===== src/rtl/mgt_startup_sequencer.sv =====
// rtl/mgt_startup_sequencer.sv - PLL/MGT power-up reset sequencer with timeouts, retries and lock-loss recovery
//
// Ports:
//   clock_40         in   sole clock, rising edge
//   reset_i          in   synchronous active-high reset
//   pll_lock_i       in   PLL lock (asynchronous, resynchronized here)
//   tx_resetdone_i   in   MGT TX reset done (asynchronous, resynchronized here)
//   restart_i        in   one-cycle restart request, highest priority after reset
//   pll_reset_o      out  PLL reset
//   mgt_reset_o      out  per-lane MGT reset, all lanes identical
//   startup_done_o   out  link ready (feeds mgt_startup_done of mgt_control_tmr)
//   fault_o          out  retries exhausted, sticky until restart
//   state_o          out  current state code
//   retry_cnt_o      out  failed attempts in the current sequence
//   lock_loss_cnt_o  out  saturating count of lock losses seen in DONE
//
// Cycle parameters are legal in 1..65535, MAX_RETRIES in 1..15.

module mgt_startup_sequencer #(
    parameter int PLL_RESET_CYCLES = 8,
    parameter int LOCK_TIMEOUT     = 1024,
    parameter int MGT_RESET_CYCLES = 8,
    parameter int DONE_TIMEOUT     = 1024,
    parameter int SETTLE_CYCLES    = 64,
    parameter int MAX_RETRIES      = 3
) (
    input  logic       clock_40,
    input  logic       reset_i,
    input  logic       pll_lock_i,
    input  logic       tx_resetdone_i,
    input  logic       restart_i,
    output logic       pll_reset_o,
    output logic [3:0] mgt_reset_o,
    output logic       startup_done_o,
    output logic       fault_o,
    output logic [2:0] state_o,
    output logic [3:0] retry_cnt_o,
    output logic [7:0] lock_loss_cnt_o
);

    typedef enum logic [2:0] {
        IDLE      = 3'd0,
        PLL_RESET = 3'd1,
        WAIT_LOCK = 3'd2,
        MGT_RESET = 3'd3,
        WAIT_DONE = 3'd4,
        SETTLE    = 3'd5,
        DONE      = 3'd6,
        FAULT     = 3'd7
    } state_t;

    // Terminal counter values: a state timed for N cycles leaves when the
    // counter shows N-1.
    localparam logic [15:0] PLL_LAST    = 16'(PLL_RESET_CYCLES - 1);
    localparam logic [15:0] LOCK_LAST   = 16'(LOCK_TIMEOUT - 1);
    localparam logic [15:0] MGT_LAST    = 16'(MGT_RESET_CYCLES - 1);
    localparam logic [15:0] DONE_LAST   = 16'(DONE_TIMEOUT - 1);
    localparam logic [15:0] SETTLE_LAST = 16'(SETTLE_CYCLES - 1);
    localparam logic [3:0]  RETRY_LAST  = 4'(MAX_RETRIES - 1);

    state_t      state;
    state_t      next_state;
    logic [15:0] cnt;
    logic [3:0]  retry_cnt;
    logic [3:0]  retry_next;
    logic [7:0]  loss_cnt;
    logic [7:0]  loss_next;
    logic        entering;
    logic        fail;

    logic        lock_meta;
    logic        lock;
    logic        rdone_meta;
    logic        rdone;

    // Two-flop synchronizers for the asynchronous status inputs.
    always_ff @(posedge clock_40) begin
        if (reset_i) begin
            lock_meta  <= 1'b0;
            lock       <= 1'b0;
            rdone_meta <= 1'b0;
            rdone      <= 1'b0;
        end else begin
            lock_meta  <= pll_lock_i;
            lock       <= lock_meta;
            rdone_meta <= tx_resetdone_i;
            rdone      <= rdone_meta;
        end
    end

    always_comb begin
        next_state = state;
        retry_next = retry_cnt;
        loss_next  = loss_cnt;
        fail       = 1'b0;

        case (state)
            IDLE: begin
                next_state = PLL_RESET;
            end
            PLL_RESET: begin
                if (cnt == PLL_LAST) begin
                    next_state = WAIT_LOCK;
                end
            end
            WAIT_LOCK: begin
                if (lock) begin
                    next_state = MGT_RESET;
                end else if (cnt == LOCK_LAST) begin
                    fail = 1'b1;
                end
            end
            MGT_RESET: begin
                if (cnt == MGT_LAST) begin
                    next_state = WAIT_DONE;
                end
            end
            WAIT_DONE: begin
                if (rdone) begin
                    next_state = SETTLE;
                end else if (cnt == DONE_LAST) begin
                    fail = 1'b1;
                end
            end
            SETTLE: begin
                // Any dropout while settling aborts the attempt.
                if (!lock || !rdone) begin
                    fail = 1'b1;
                end else if (cnt == SETTLE_LAST) begin
                    next_state = DONE;
                    retry_next = 4'd0;
                end
            end
            DONE: begin
                // Lock loss restarts the PLL without consuming a retry;
                // losing only reset-done just re-resets the transceiver.
                if (!lock) begin
                    next_state = PLL_RESET;
                    if (loss_cnt != 8'hFF) begin
                        loss_next = loss_cnt + 8'd1;
                    end
                end else if (!rdone) begin
                    next_state = MGT_RESET;
                end
            end
            FAULT: begin
                next_state = FAULT;
            end
            default: begin
                next_state = IDLE;
            end
        endcase

        if (fail) begin
            if (retry_cnt == RETRY_LAST) begin
                next_state = FAULT;
            end else begin
                next_state = PLL_RESET;
                retry_next = retry_cnt + 4'd1;
            end
        end

        // Restart beats everything, including a coincident timeout or lock loss.
        if (restart_i) begin
            next_state = PLL_RESET;
            retry_next = 4'd0;
            loss_next  = loss_cnt;
        end
    end

    // A restart from PLL_RESET re-enters the same state, so it must also
    // clear the counter.
    assign entering = (next_state != state) || restart_i;

    always_ff @(posedge clock_40) begin
        if (reset_i) begin
            state     <= IDLE;
            cnt       <= 16'd0;
            retry_cnt <= 4'd0;
            loss_cnt  <= 8'd0;
        end else begin
            state     <= next_state;
            cnt       <= entering ? 16'd0 : cnt + 16'd1;
            retry_cnt <= retry_next;
            loss_cnt  <= loss_next;
        end
    end

    // Outputs are decoded from the next state and registered so they change
    // in the same cycle as state_o, with no combinational path to the pins.
    always_ff @(posedge clock_40) begin
        if (reset_i) begin
            pll_reset_o    <= 1'b1;
            mgt_reset_o    <= 4'hF;
            startup_done_o <= 1'b0;
            fault_o        <= 1'b0;
        end else begin
            pll_reset_o    <= (next_state == IDLE) || (next_state == PLL_RESET);
            mgt_reset_o    <= {4{(next_state == IDLE)      || (next_state == PLL_RESET) ||
                                 (next_state == WAIT_LOCK) || (next_state == MGT_RESET) ||
                                 (next_state == FAULT)}};
            startup_done_o <= (next_state == DONE);
            fault_o        <= (next_state == FAULT);
        end
    end

    assign state_o         = state;
    assign retry_cnt_o     = retry_cnt;
    assign lock_loss_cnt_o = loss_cnt;

endmodule


===== config.mk =====
export PLATFORM = sky130hd
export DESIGN_NAME = mgt_startup_sequencer
export DESIGN_NICKNAME = d
export VERILOG_FILES = /design/src/rtl/mgt_startup_sequencer.sv
export SDC_FILE = /design/constraint.sdc
export NUM_CORES = 1
export LEC_CHECK = 0
export ABC_CLOCK_PERIOD_IN_PS = 2300
export CAP_MARGIN = 20
export CORE_MARGIN = 3
export CORE_UTILIZATION = 49
export DETAILED_ROUTE_END_ITERATION = 6
export PLACE_DENSITY = 0.77
export SYNTH_ARGS = -nofsm -noshare
export SYNTH_HDL_FRONTEND = slang
export SYNTH_SLANG_ARGS = --single-unit
export TNS_END_PERCENT = 100

===== constraint.sdc =====
create_clock -name clock_40 -period 2.3 [get_ports clock_40]
set_input_delay 0.69 -clock clock_40 [delete_from_list [all_inputs] [get_ports clock_40]]
set_output_delay 0.69 -clock clock_40 [all_outputs]
set_load 0.005 [all_outputs]

# After elaboration in Yosys (flattened, before gate mapping)

Cells that the tools add are included.

Word-level logic and storage cells: 70
Bits of input ports: 5
Output and inout port bits: 22
Bits in registers: 39

Reductions and logical operators: 13
Equal/unequal tests: 18
$add $sub $neg: 3
Multiplexer cells: 22
Bitwise operators: 2

Operators by type and width:

| operator              | number |
|---|---|
| $mux 3                | 11 |
| $pmux 3 s8            | 1 |
| $mux 4                | 5 |
| $eq 3x3->1 const B    | 6 |
| $add 16x1->16 const B | 1 |
| $eq 16x10->1 const B  | 1 |
| $eq 16x3->1 const B   | 1 |
| $eq 16x6->1 const B   | 1 |
| $eq 3x2->1 const B    | 4 |
| $add 8x1->8 const B   | 1 |
| $ne 8x8->1 const B    | 1 |
| $eq 3x1->1 const B    | 2 |
| $logic_not 3->1       | 2 |
| $logic_or 1x1->1      | 6 |
| $add 4x1->4 const B   | 1 |
| $eq 4x2->1 const B    | 1 |
| $mux 1                | 4 |
| $reduce_and 4->1      | 1 |
| $reduce_or 2->1       | 2 |
| $ne 3x3->1            | 1 |
| $pmux 1 s3            | 1 |
| $logic_not 1->1       | 2 |
| $not 1->1             | 2 |

# Logic depth before layout (Yosys ltp)

Gate-level depths: netlist of run 1.

Depth in word-level cells: 11
Mapped depth: 9

# Worst setup path before layout of run 1

No wires, ideal clock.

Path kind: register to register
Start: reg cnt[0]
End: reg cnt[13]
Clock period less this slack: 2.279 ns
Library setup time: 0.115 ns
Cell stages (with the launch flop): 9
Data required time: 2.185 ns
Slack: 0.021 ns
Arrival: 2.164 ns
Cells stage by stage: dfxtp_1 > ha_1 > nand2_1 > or4_1 > nor2_2 > nor4_4 > o311ai_4 > buf_6 > nor2_2

Longest elaborated chain between the ends: 9
Elaborated cells on any way between the ends: 18

RTL lines:

| what                                        | line          | text |
|---|---|---|
| start: declaration                          | 63            | `logic [15:0] cnt;` |
| start signal: assignment                    | 183           | `cnt <= entering ? 16'd0 : cnt + 16'd1;` |
| $eq 16x6->1 or $eq 16x10->1 (tied branches) | 129, 109, 121 |  |
| $mux 3 or $mux 1 (tied branches)            | 129, 109, 121 |  |
| $mux 3 (tied with other cells)              | 127           | `if (!lock \|\| !rdone) begin` |
| $pmux 3 s8 or $pmux 1 s3 (tied branches)    | 97            | `case (state)` |
| $mux 3                                      | 154           | `if (fail) begin` |
| $mux 3                                      | 164           | `if (restart_i) begin` |
| $ne 3x3->1                                  | 173           | `assign entering = (next_state != state) \|\| restart_i;` |
| $logic_or 1x1->1                            | 173           |  |
| $reduce_or 2->1 (no line)                   | -             |  |

Parallel ways exist; a longest one is shown, timed or not.
A chain may end at the register's enable or synchronous reset.

# Final worst setup path of run 1

Start: reg cnt[10]
End: reg retry_cnt[2] (netlist: retry_cnt_o[2])

Longest elaborated chain between the ends: 6
Elaborated cells on any way between the ends: 11

RTL lines:

| what                   | line | text |
|---|---|---|
| $eq 16x6->1            | 129  | `end else if (cnt == SETTLE_LAST) begin` |
| $mux 4                 | 129  |  |
| $mux 4                 | 127  |  |
| $mux 4                 | 97   |  |
| $mux 4                 | 155  | `if (retry_cnt == RETRY_LAST) begin` |
| $mux 4 (*)             | 154  |  |
| end signal: assignment | 184  | `retry_cnt <= retry_next;` |
| end: declaration       | 64   | `logic [3:0] retry_cnt;` |

Mark *: on every way between the ends. The rest lies on a longest branch, timed or not.

==> results of run 1 <==
-- what timing repair did --
action | CTS | global route
hold endpoints to repair | 0 | 0
gates resized for setup | 0 | 2
endpoints found under the setup margin | 0 | 3
-- routing by layer --
metal | share of wire (%) | up-vias
met5 | 0 | -
met1 | 47 | 784
li1 | - | 870
met2 | 46 | 36
met3 | 4.6 | 9
met4 | 2.4 | 0
-- flip-flops by register name, indices dropped and copies added, names as in the netlist --
name / count
lock_loss_cnt_o: 8
lock_meta: 1
retry_cnt_o: 4
cnt: 16
state_o: 3
lock: 1
fault_o: 1
mgt_reset_o: 1
rdone: 1
rdone_meta: 1
startup_done_o: 1
pll_reset_o: 1
-- logic make-up (layout without fill, tap and decap cells) --
| kind of cell | Yosys count | in the layout | synth area share [%] |
|---|---|---|---|
| fa+ha+maj | 4 | 4 | 2.58 |
| flops | 39 | 39 | 40.2 |
| mux | 2 | 2 | 1.10 |
| xor+xnor | 19 | 19 | 8.57 |
| simple gates | 108 | 108 | 32.5 |
| buf+inv | 15 | 74 | 4.06 |
| compound gates | 26 | 26 | 11.0 |
-- per-stage QoR --
step	instance area [um^2]	total power, mW	setup slack (ns)
2_1_floorplan	1940	0.732	0.0210
3_3_place_gp	2470	0.763	-0.0652
3_5_place_dp	2470	0.764	-0.0615
4_1_cts	2560	1.22	0.0708
5_1_grt	2570	1.25	0.00704
6_report	2570	1.21	0.104
-- cell type report --
type                       count  share of cell area [%]
sequential                    39                    30.3
timing repair buffer          60                    20.5
tap                           48                    2.33
clock inverter                 3                   0.778
clock buffer                   5                    2.67
multi-input combinational    159                    42.5
inverter                       6                   0.875
-- where the power goes --
part	switching, mW	leakage [nW]	internal [mW]
combinational	0.0310	0.550	0.0324
clock	0.246	0.0402	0.211
sequential	0.00449	0.316	0.681
-- cell usage after synthesis, drive strengths merged, types with 2 or more instances --
cell and number:
dfxtp 39, nor2 37, nand2 13, nand3 11
xor2 10, xnor2 9, buf 7, nand4 7
nor4 7, inv 6, nor2b 5, nor3 5
or3 5, a21oi 4, ha 4, nor3b 4
o21ai 3, or2 3, a311oi 2, a31oi 2
and3 2, and4 2, clkbuf 2, nand2b 2
o211ai 2, o21a 2, o31ai 2, or3b 2
or4 2
-- how the worst max path moves through the flow --
| stage | cells after the start | to | slack (ns) | from |
|---|---|---|---|---|
| 6_report | 7 | retry_cnt_o[2]$_SDFF_PP0_ | 0.10 | cnt[10]$_SDFF_PP0_ |
| 5_1_grt | 7 | retry_cnt_o[2]$_SDFF_PP0_ | 0.007 | cnt[10]$_SDFF_PP0_ |
| 4_1_cts | 8 | retry_cnt_o[3]$_SDFF_PP0_ | 0.07 | cnt[11]$_SDFF_PP0_ |
| 3_5_place_dp | 6 | cnt[15]$_SDFF_PP0_ | -0.06 | restart_i |
| 3_3_place_gp | 6 | cnt[5]$_SDFF_PP0_ | -0.07 | restart_i |
| 2_1_floorplan | 8 | cnt[13]$_SDFF_PP0_ | 0.02 | cnt[0]$_SDFF_PP0_ |
==> impl_metrics.csv, run 1 <==
group,metric,value,unit
critical_path,critPathMaxFanout,3,
timing,fmax,455,MHz
die,start_util,51.9,%
critical_path,critPathCaptureType,"flip-flop",
finish,fin_cells,320,
timing,fin_hold_ws,0.440,ns
grt,global_route.usage.met3,6.00,%
clocking,clk_path_buf_depth,2,
grt,grt_pass1_wl,7420,um
finish,drive_above_1_share,23.9,%
die,core,0.00374,mm^2
finish,synthToLayoutAreaGrowth,32.5,%
synthesis,ys_types,49,
finish,final_common_cell,"dfxtp_1",
finish,multi_input_area,0.00109,mm^2
grt,grt_max_degree,17,
synthesis,yosysWarnings,0,
grt,grt_pass1_vias,1663,
synthesis,synthArstFlopShare,0,%
grt,overflow,0,
timing,slew_headroom,67.1,%
timing,finalSetupViolations,0,
timing,final.setup.tns,0,ns
critical_path,criticalPathCategory,"reg -> reg",
clocking,cts_setup_buffers,0,
status,status,"complete, no violations",
finish,layout_common_cells,"39 x dfxtp_1, 33 x buf_4, 26 x clkdlybuf4s50_1",
placed_design,dp.cells,312,
synthesis,syn-instance-count,213,
timing,rsz0062_at_grt,"no",
synthesis,yosysTopAreaCell,"dfxtp_1",
critical_path,path_buf_inv,2,
route,wl_per_cell,13.0,um
route,antenna_left,0,
job,maxCapViolations,0,
grt,use_met1,26.2,%
grt,busiest_layer,"met2",
timing,finalHoldViolations,0,
critical_path,r2r_end,"retry_cnt_o[2]$_SDFF_PP0_",
route,via_per_inst,5.31,
route,wl,4150,um
min_path,hp-start,"lock_meta$_SDFF_PP0_",
finish,seqCellArea,781,um^2
critical_path,cp_common_cell,"buf_4",
route,drc_errors,0,
power_and_ir_drop,p_per_area,468,mW/mm^2
route,drt-initial-drc-count,96,
synthesis,synthFlopType,"dfxtp_1",
clocking,cts_sinks,39,
finish,fill_cells,312,
placed_design,hpwl,3090,um
timing,tightest_slew,0.492,ns
critical_path,rrSetupSlack,0.10,ns
timing,clock_skew,0.00669,ns
route,drt-pass1-iter-count,4,
critical_path,crit_slowest_cell,"nor4_4",
clocking,ctsHoldBuffers,0,
critical_path,cp.required,2.51,ns
min_path,min_path_cells,1,
die,chipHeight,69.0,um
timing,finalCriticalPeriod,2.20,ns
clocking,h-tree-depth,2,
timing,fin_crit_sh,95.5,%
die,ios,27,
clocking,cts.clk_slew.worst_paths,0.08,ns
min_path,hp-class,"reg -> reg",
die,core.rowCount,22,
synthesis,synth.top_cells.by_area,"dfxtp_1 40%, nor2_1 4.8%, xor2_1 4.5%, xnor2_1 4.1%, nor2_2 3.9%",
synthesis,netlist_area,0.00194,mm^2
critical_path,crit_family,"simple AND/OR/NAND/NOR gates",
die,dieWidth,69.0,um
synthesis,syn_area_per_cell,9.12,um^2
synthesis,synth_fp_nets,222,
power_and_ir_drop,p_leak,0.906,nW
grt,met2_usage,33.0,%
route,vias,1699,
power_and_ir_drop,vdd_drop_max,0.344,mV
synthesis,synth_edf_count,0,
timing,slew_violations,0,
min_path,worstHoldEndpoint,"lock$_SDFF_PP0_",
finish,nets,280,
clocking,clock_latency,0.30,ns
clocking,root_buffer,"clkbuf_8",
die,die-area,0.00475,mm^2
critical_path,ff2ff_path_depth,7,
critical_path,slowest_delay,0.41,ns
finish,post-route-util,68.8,%
synthesis,synth-seq-cells,39,
grt,antenna_found_initial,0,
placed_design,numPortBuffers,26,
clocking,cts_buffers,5,
placed_design,place.gp.congestion,0.876,
grt,grtUsageTotal,21.0,%
critical_path,r2r_start,"cnt[10]$_SDFF_PP0_",
critical_path,critPathArrivalTime,2.40,ns
critical_path,cp-start-kind,"flip-flop",
clocking,cts_tree,"built",
synthesis,netlist.area_leader.share,40.2,%
critical_path,crit_chain,"nor4_4 > o2111ai_2 > buf_4 > o21a_1 > buf_4 > or3_1 > a311oi_1",
finish,antenna_cells,0,
synthesis,ys_seq_area_share,40.2,%
Power figures use the tool's default switching activity.
==> inputs of run 2 (changes only) <==
--- a/config.mk
+++ b/config.mk
@@ -10,6 +10,7 @@
 export CORE_MARGIN = 3
 export CORE_UTILIZATION = 49
 export DETAILED_ROUTE_END_ITERATION = 6
+export GPL_TIMING_DRIVEN = 0
 export PLACE_DENSITY = 0.77
 export SYNTH_ARGS = -nofsm -noshare
 export SYNTH_HDL_FRONTEND = slang
==> run 2 against run 1 <==
Die area unchanged. Hold slack hardly changed. Sequential share of layout area increased by 0.34 points.
==> impl_metrics.csv, run 2 (synthesized netlist as in run 1, its figures left out) <==
group,metric,value,unit
clocking,cts_buffers,5,
power_and_ir_drop,p_per_area,514,mW/mm^2
finish,final_common_cell,"dfxtp_1",
clocking,root_buffer,"clkbuf_8",
critical_path,cp.required,2.53,ns
critical_path,critPathArrivalTime,2.44,ns
finish,layout_common_cells,"33 x dfxtp_1, 25 x nor2_1, 25 x clkdlybuf4s50_1",
status,status,"complete, no violations",
power_and_ir_drop,vdd_drop_max,0.469,mV
critical_path,critPathLaunch,"cnt[10]$_SDFF_PP0_",
critical_path,r2r_start,"cnt[10]$_SDFF_PP0_",
route,drt-met1-wl,2000,um
placed_design,hpwl,2800,um
route,wl,4450,um
clocking,clock_latency,0.30,ns
die,core.rowCount,22,
finish,post-route-util,68.6,%
grt,overflow,0,
clocking,h-tree-depth,2,
finish,nets,266,
route,via_per_inst,5.49,
die,core,0.00374,mm^2
finish,regMostFlops,"cnt",
job,maxCapViolations,0,
timing,slew_violations,0,
timing,finalSetupViolations,0,
finish,largest_reg_flops,16,
critical_path,criticalPathCategory,"reg -> reg",
die,ios,27,
route,met2_length,2160,um
finish,synthToLayoutAreaGrowth,32.3,%
clocking,cts_tree,"built",
route,drt-initial-drc-count,135,
placed_design,dpl_cell_area,0.00226,mm^2
clocking,clk_path_buf_depth,2,
route,met3_length,217,um
finish,drive_above_1_share,24.8,%
finish,antenna_cells,0,
timing,fmax,454,MHz
timing,finalCriticalPeriod,2.20,ns
power_and_ir_drop,p_leak,0.870,nW
route,wl_per_cell,14.5,um
critical_path,critPathMaxFanout,6,
route,antenna_left,0,
route,drc_errors,0,
die,dieWidth,69.0,um
timing,slew_headroom,49.4,%
min_path,hp-class,"reg -> reg",
critical_path,r2r_end,"cnt[7]$_SDFF_PP0_",
grt,antenna_found_initial,0,
timing,tightest_slew,0.758,ns
grt,grt_pass1_vias,1447,
grt,grtUsageTotal,18.9,%
grt,grt_max_degree,14,
critical_path,critPathCaptureType,"flip-flop",
critical_path,ff2ff_path_depth,7,
timing,clock_skew,0.00899,ns
grt,grt_pass1_wl,6620,um
critical_path,rrSetupSlack,0.1,ns
die,die-area,0.00475,mm^2
die,chipHeight,69.0,um
route,drt-pass1-iter-count,4,
route,top_layer_used,"met4",
die,start_util,51.9,%
placed_design,place.gp.congestion,0.894,
timing,fin_crit_sh,95.9,%
critical_path,cp-start-kind,"flip-flop",
critical_path,crit_end,"cnt[7]$_SDFF_PP0_",
clocking,ctsHoldBuffers,0,
route,vias,1681,
timing,finalHoldViolations,0,
finish,final_area,0.00257,mm^2
finish,fill_cells,307,
placed_design,numPortBuffers,26,
clocking,cts_sinks,39,
clocking,cts.clk_slew.worst_paths,0.08,ns
==> run 2: cell count changes in the layout (fill, tap and decap cells not counted), sizes merged <==
cell,delta
buf,-16
clkinvlp,-2
bufinv,+1
clkbuf,+1
clkdlybuf4s50,-1
clkinv,+1
dlymetal6s2s,+1
nor2,+1
==> run 2: stage by stage <==
stage / std cells / hold WS (ns) / setup TNS [ns] / total power, mW / worst slack (ns)
after floorplan: 213 / 0.414 / 0 / 0.732 / 0.0210
after global placement: 287 / 0.423 / -6.84 / 0.750 / -0.422
after detailed placement: 287 / 0.424 / -6.87 / 0.751 / -0.436
after CTS: 297 / 0.443 / 0 / 1.32 / 0.00230
after global routing: 306 / 0.462 / -0.182 / 1.37 / -0.0354
final: 306 / 0.440 / 0 / 1.32 / 0.0951
==> run 2: metal layers <==
layer | GRT usage, % | vias to the layer above
li1 | - | 853
met1 | 24.9 | 768
met2 | 29.3 | 50
met3 | 5.35 | 10
met4 | 7.06 | 0
met5 | 0 | -
==> run 2: area by class of cell <==
class / count / area, um^2 / area share, %
clock buffers: 5 / 68.8 / 2.68
repair buffers: 37 / 345 / 13.4
clock inverters: 3 / 43.8 / 1.70
well taps: 48 / 60.1 / 2.34
plain buffers: 8 / 55.1 / 2.14
flip-flops and latches: 39 / 788 / 30.7
inverters: 6 / 22.5 / 0.876
multi-input cells: 160 / 1190 / 46.2
==> run 2: repair_timing <==
| action | CTS | global route |
|---|---|---|
| setup endpoints to repair | 21 | 22 |
| gates cloned | 0 | 2 |
| pin swaps | 5 | 10 |
| setup buffers | 2 | 8 |
| resized for setup | 9 | 18 |
==> run 2: worst max-delay path: stages, from the launching register on <==
cell,delay [ns]
dfxtp_1,0.38
nor4_4,0.37
nand4_4,0.18
o311a_1,0.43
nor4_4,0.33
o311ai_4,0.15
buf_4,0.20
nor2_1,0.10
==> run 2: worst min path at each step <==
stage	startpoint	end	slack, ns	depth (start not counted)
after floorplan	lock_meta$_SDFF_PP0_	lock$_SDFF_PP0_	0.41	1
after global placement	rdone_meta$_SDFF_PP0_	rdone$_SDFF_PP0_	0.42	1
after detailed placement	rdone_meta$_SDFF_PP0_	rdone$_SDFF_PP0_	0.42	1
after CTS	rdone_meta$_SDFF_PP0_	rdone$_SDFF_PP0_	0.44	1
after global routing	rdone_meta$_SDFF_PP0_	rdone$_SDFF_PP0_	0.46	1
final	lock_meta$_SDFF_PP0_	lock$_SDFF_PP0_	0.44	1
==> run 2: power breakdown <==
part | internal (mW) | switching, mW | total (mW) | leakage [nW]
Sequential | 0.681 | 0.00793 | 0.689 | 0.318
Clock | 0.323 | 0.249 | 0.572 | 0.0581
Combinational | 0.0279 | 0.0323 | 0.0602 | 0.493
